$ cat src/rtl/lau_pkg.sv
// Shared types for the arithmetic library: prefix-structure speed selector
// and counter mode, plus a helper for sizing prefix trees.
package lau_pkg;

  typedef enum logic {
    SLOW = 1'b0,
    FAST = 1'b1
  } speed_e;

  typedef enum logic {
    ONESHOT = 1'b0,
    RELOAD  = 1'b1
  } cnt_mode_e;

  // Number of doubling levels needed for a log-depth prefix tree over n bits.
  function automatic int unsigned prefix_levels(input int unsigned n);
    return (n <= 1) ? 1 : $clog2(n);
  endfunction

endpackage

$ cat src/rtl/DecC.sv
// Prefix-logic decrementer with carry-in: Z = A - CI, CO = borrow out of the MSB.
// speed selects a serial (SLOW) or log-depth doubling (FAST) zero-prefix tree.
module DecC
  import lau_pkg::*;
#(
  parameter int unsigned width = 16,
  parameter speed_e      speed = FAST
) (
  input  logic [width-1:0] A,
  input  logic             CI,
  output logic [width-1:0] Z,
  output logic             CO
);

  localparam int unsigned    levels = prefix_levels(width);
  localparam logic [width-1:0] ones = '1;

  // zpre[i] is set when A[i:0] is all zero, i.e. a borrow ripples past bit i.
  logic [width-1:0] zpre;

  always_comb begin
    zpre = ~A;
    if (speed == FAST) begin
      for (int unsigned k = 0; k < levels; k++) begin
        zpre = zpre & ((zpre << (1 << k)) | ~(ones << (1 << k)));
      end
    end else begin
      for (int unsigned i = 1; i < width; i++) begin
        zpre[i] = zpre[i] & zpre[i-1];
      end
    end
  end

  assign Z  = A ^ ({zpre[width-2:0], 1'b1} & {width{CI}});
  assign CO = CI & zpre[width-1];

endmodule

$ cat src/rtl/dec_counter_bank.sv
// Bank of independent loadable down-counters with one-shot or auto-reload mode,
// a registered one-cycle terminal-count pulse and a running flag per channel.
module dec_counter_bank
  import lau_pkg::*;
#(
  parameter int unsigned channels = 4,
  parameter int unsigned width    = 16,
  parameter speed_e      speed    = FAST
) (
  input  logic                        CLK,
  input  logic                        RST,
  input  logic [channels-1:0]         LD,
  input  logic [channels*width-1:0]   LDVAL,
  input  logic [channels-1:0]         MODE,
  input  logic [channels-1:0]         EN,
  output logic [channels*width-1:0]   CNT,
  output logic [channels-1:0]         TC,
  output logic [channels-1:0]         ACT
);

  localparam logic [width-1:0] one = width'(1);

  for (genvar i = 0; i < channels; i++) begin : g_ch
    logic [width-1:0] cnt_q;
    logic [width-1:0] rld_q;
    logic [width-1:0] dec;
    logic [width-1:0] ldval;
    logic             act_q;
    logic             tc_q;
    logic             co;
    logic             terminal;
    cnt_mode_e        mode;

    assign ldval    = LDVAL[i*width +: width];
    assign mode     = cnt_mode_e'(MODE[i]);
    assign terminal = (cnt_q == one);

    DecC #(
      .width (width),
      .speed (speed)
    ) u_dec (
      .A  (cnt_q),
      .CI (1'b1),
      .Z  (dec),
      .CO (co)
    );

    // ACT gates counting so an idle channel parks at zero instead of wrapping.
    always_ff @(posedge CLK) begin
      if (RST) begin
        cnt_q <= '0;
        rld_q <= '0;
        act_q <= 1'b0;
        tc_q  <= 1'b0;
      end else if (LD[i]) begin
        cnt_q <= ldval;
        rld_q <= ldval;
        act_q <= (ldval != '0);
        tc_q  <= 1'b0;
      end else if (act_q && EN[i]) begin
        if (terminal) begin
          tc_q <= 1'b1;
          if (mode == RELOAD) begin
            cnt_q <= rld_q;
          end else begin
            cnt_q <= '0;
            act_q <= 1'b0;
          end
        end else begin
          cnt_q <= dec;
          tc_q  <= 1'b0;
        end
      end else begin
        tc_q <= 1'b0;
      end
    end

    assert property (@(posedge CLK) disable iff (RST) act_q |-> !co);

    assign CNT[i*width +: width] = cnt_q;
    assign TC[i]                 = tc_q;
    assign ACT[i]                = act_q;
  end

endmodule

$ cat config.mk
export PLATFORM = sky130hd
export DESIGN_NAME = dec_counter_bank
export DESIGN_NICKNAME = d
export VERILOG_FILES = /design/src/rtl/lau_pkg.sv /design/src/rtl/DecC.sv /design/src/rtl/dec_counter_bank.sv
export SDC_FILE = /design/constraint.sdc
export NUM_CORES = 1
export LEC_CHECK = 0
export CAP_MARGIN = 5
export CORE_AREA = 2 2 122 124
export DETAILED_ROUTE_END_ITERATION = 10
export DIE_AREA = 0 0 124 126
export GPL_ROUTABILITY_DRIVEN = 0
export PLACE_DENSITY = 0.88
export SYNTH_ARGS = -nofsm -noshare
export SYNTH_HDL_FRONTEND = slang
export SYNTH_SLANG_ARGS = --single-unit
$ cat constraint.sdc
create_clock -name CLK -period 5.8 [get_ports CLK]
set_input_delay 1.74 -clock CLK [delete_from_list [all_inputs] [get_ports CLK]]
set_output_delay 1.74 -clock CLK [all_outputs]
set_load 0.01 [all_outputs]
==> results <==
- In the synthesized netlist, the number of instances is 902.
- The area growth from synthesis to layout is 28.2%.
- In this run, distinct cell masters in the synthesized netlist total 69.
- The maximum net fanout on the critical path is 23.
- Sequential elements use 37.0% of the synthesized area.
- The area of combinational cells with multiple inputs is 4180 um2.
- The run finished with clean final reports.
- The number of buffers inserted by post-CTS setup repair is 0.
- The count of synthesis-stage warnings from yosys is 0.
- The number of I/O pins is 150.
- In this run the mean area of a mapped cell was 8.16 um2.
- VDD sags by at most 0.205 mV.
- The clock arrives with 0.00974 ns of skew.
- Setup repair after global routing left no endpoint under its margin.
- The H-tree was split into 4 levels.
- The repair_antennas step left the layout with diodes totalling 0.
- Combinational logic is responsible for 19.2% of the overall power.
- The first TritonRoute pass finished after 6 iterations.
- The detailed-route wire length per cell is 18.0 um.
- The total area inside the core boundary comes to 14300 um2.
- At the later pin of the worst-skew pair, clock insertion delay measures 0.42 ns.
- For the final routed database, the setup TNS stands at 0 ns.
- The number of hold buffers added after CTS is 0.
- The power density over cell area is 296 nW/um2.
- The proportion of total power due to net switching is 27.5%.
- In the finished design, the share of the clock period the worst path needs comes to 67.4%.
- Summing all flip-flop and latch instances after layout gives 2720 um2.
- Traced cell by cell, the critical path runs through clkdlybuf4s50_1 > buf_4 > inv_1 > nand3_1 > a31oi_1 > a21bo_2 > a32o_1.
- The post-route netlist has 5.62% of its cells at a drive strength greater than 1.
- Leaving out fill and tap cells, the most frequent cells in the layout are 148 x sky130_fd_sc_hd__clkdlybuf4s50_1, 136 x sky130_fd_sc_hd__dfxtp_1, 95 x sky130_fd_sc_hd__nor2_1, 75 x sky130_fd_sc_hd__a21oi_1, 70 x sky130_fd_sc_hd__nand2_1.
- The number of clock sinks is 136.
- The internal power of the cells totals 2030 uW.
- The max-slew violation count is 0.
- After filler insertion, the fill cell instance count of the layout stands at 1158.
- Counting the buffers created by CTS gives 17.
- The reported max-cap violation count is 0.
- After synthesis, the cell types taking the most area are sky130_fd_sc_hd__dfxtp_1 37%, sky130_fd_sc_hd__mux2i_1 6.4%, sky130_fd_sc_hd__a21oi_1 5.1%, sky130_fd_sc_hd__nor2_1 4.8%, sky130_fd_sc_hd__nand2_1 3.6%.
- The count of state elements after synthesis is 136.
- The die covers 15600 um2.
- Leaving out fill and tap cells, the most frequent cell in the layout is sky130_fd_sc_hd__clkdlybuf4s50_1.
- The share of the core filled with cells is 65.9%.
- At the pin with the least slew margin, the transition time is 1.14 ns.
- The net count of the finished layout is 1087.
- The number of cells on the worst reg-to-reg path is 5.
- The number of enable flip-flop cells after synthesis is 0.
- The floorplan has 44 rows.
- Across all register-to-register paths, the minimum setup slack is 3.02 ns.
- Using the TritonRoute via totals, the vias-per-cell ratio works out to 6.41.
- The HPWL reported at the end of detailed placement is 14200 um.
- The via count of the first global-routing pass is 6946.
- The endpoint required time on the critical path is 6.11 ns.
- In this design, the stage delay of the slowest critical-path cell is 0.53 ns.
- The clock tree from TritonCTS is built.
- The count of endpoints failing setup in the final report is 0.
- Synthesis produced a netlist with a net count of 988.
- The most frequently used flop master after synthesis is sky130_fd_sc_hd__dfxtp_1.
- The netlist area before placement is 7360 um2.
- Per report_power, the sequential group accounts for 38.8% of the total.
- The clock root buffer is sky130_fd_sc_hd__clkbuf_16.
- The minimum period implied by the final worst setup slack is 3.91 ns.
- Buffers placed on the I/O ports in this run total 149.
- The design draws 2790 uW.
- The endpoint arrival time on the critical path is 4.22 ns.
- The leakage power is 0.00352 uW.
- In this run the deepest clock path goes through 2 buffers.
- In the routed design, unresolved DRC markers number 0.
- The worst hold-check path type is register to register.
- The number of nets with antenna violations after detailed routing is 0.
- The largest total area in the synthesized netlist belongs to sky130_fd_sc_hd__dfxtp_1.
- The nature of the critical path startpoint is an input pin.
- The die is 126 um tall.
- Counting flops with an async set or reset pin after synthesis yields a share of 0%.
- The worst setup path is captured at a register.
- The initial antenna violation count is 0.
- In this run the power spent charging and discharging nets is 769 uW.
- The setup path with the least slack is of type input pin to register.
- For this configuration, the core starts out at a cell density of 51.4%.
- The total wirelength of the detailed-routed design is 21600 um.
- The die width is 124 um.
- The global-route wire length before repair is 34400 um.
- After clock tree synthesis, the repair step resized 0 gates.
- Clock-pin slew was measured on the worst setup and hold paths at 0.06 ns.
- Hold is met by 0.469 ns.
- Along the worst hold path, the cell count comes to 2.
- The final hold violation count is 0.
- In the global route stage, overall resource usage came out at 27.5%.
- The maximum number of pins on one net before global-route repair is 62.
- The portion of synthesized cell area occupied by the leading cell type is 37.0%.
- The worst slew margin relative to its limit is 23.8%.
- The master of the slowest instance on the critical path is sky130_fd_sc_hd__nand3_1.
- For this run the aggregate overflow at the end of global routing stands at 0.
- Static timing analysis puts the maximum clock frequency at 256 MHz.
- The violation count after the first detailed-route iteration is 819.
- For this block, the via count after detailed routing is 7682.
- The part of the total power dissipated in the clock network is 42.0%.
cells by family (layout without fill, tap and decap cells):
kind of cell,after synthesis,after routing,share of synthesized area (%)
buffers and inverters,106,218,6.21
and+or+nand+nor,349,349,25.0
AOI/OAI and AO/OA,238,238,21.9
muxes,47,47,6.39
DFF,136,136,37.0
xor gates and xnor gates,18,18,2.14
adders and majority gates,8,8,1.36
synth_stat cells, drive strengths merged, types with 3 or more instances:
cell type    n
or4          7
a311oi      10
nor4        36
mux2i       47
a31oi       21
ha           8
o221ai       9
buf         26
nor3b        7
o32ai       10
o22ai        7
nor2b        6
nor4b        6
o31a         3
a211oi       3
and2         5
and3         9
nand2b      21
a32o         4
a21oi       75
a22oi        3
dfxtp      136
clkbuf      50
nor2        95
o211ai       4
and4         4
or3          7
a221o        3
nand3b       3
nand2       70
o21ai       32
nor3        30
inv         30
xnor2       14
nand4       15
a221oi      27
o31ai        8
xor2         4
or2          3
nand3       20
layer usage:
layer  track usage, %  vias to the layer above  wire, um
li1                 -                     3559         -
met2             43.8                      413     10200
met1             35.9                     3639      8930
met5                0                        -         0
met4             11.8                        0       600
met3             5.62                       71      1820
worst max-delay path, delay by kind of cell:
family          cells  cell delay (ns)
buf+inv             3             1.16
compound gates      3             0.78
simple gates        1             0.53
final cells by class:
type / instances / share of cell area [%]
Tap cell: 184 / 2.44
Inverter: 30 / 1.19
Sequential cell: 136 / 28.9
Clock inverter: 6 / 1.14
Clock buffer: 26 / 5.72
Multi-Input combinational cell: 660 / 44.3
Timing Repair Buffer: 156 / 16.3
final timing paths:
kind / startpoint / end
setup / recovery: LD[1] / g_ch[1].cnt_q[15]
hold / removal: g_ch[1].rld_q[2] / g_ch[1].rld_q[2]
setup reg to reg: g_ch[1].cnt_q[6] / g_ch[1].cnt_q[9]
hold reg to reg: g_ch[1].rld_q[2] / g_ch[1].rld_q[2]
state kept, by name (all words and copies together) (netlist names):
| register | count |
|---|---|
| g_ch.cnt_q | 64 |
| g_ch.rld_q | 64 |
| g_ch.act_q | 4 |
| g_ch.tc_q | 4 |
power by group through the flow:
stage | combinational (uW) | sequential [uW] | clock, uW
3_3_place_gp | 513 | 1100 | 0
3_5_place_dp | 522 | 1100 | 0
4_1_cts | 529 | 1080 | 1190
6_report | 536 | 1080 | 1170
5_1_grt | 582 | 1090 | 1220
2_1_floorplan | 305 | 1100 | 0
metrics by stage:
step	instance area (um2)	setup slack (ns)	instances
global route	9430	1.81	1198
detailed placement	8790	1.59	1166
floorplan	7360	2.76	902
CTS	9430	2.01	1198
global placement	8790	1.59	1166
finish	9430	1.89	1198
Note: power is estimated with default switching activity, not from simulation.
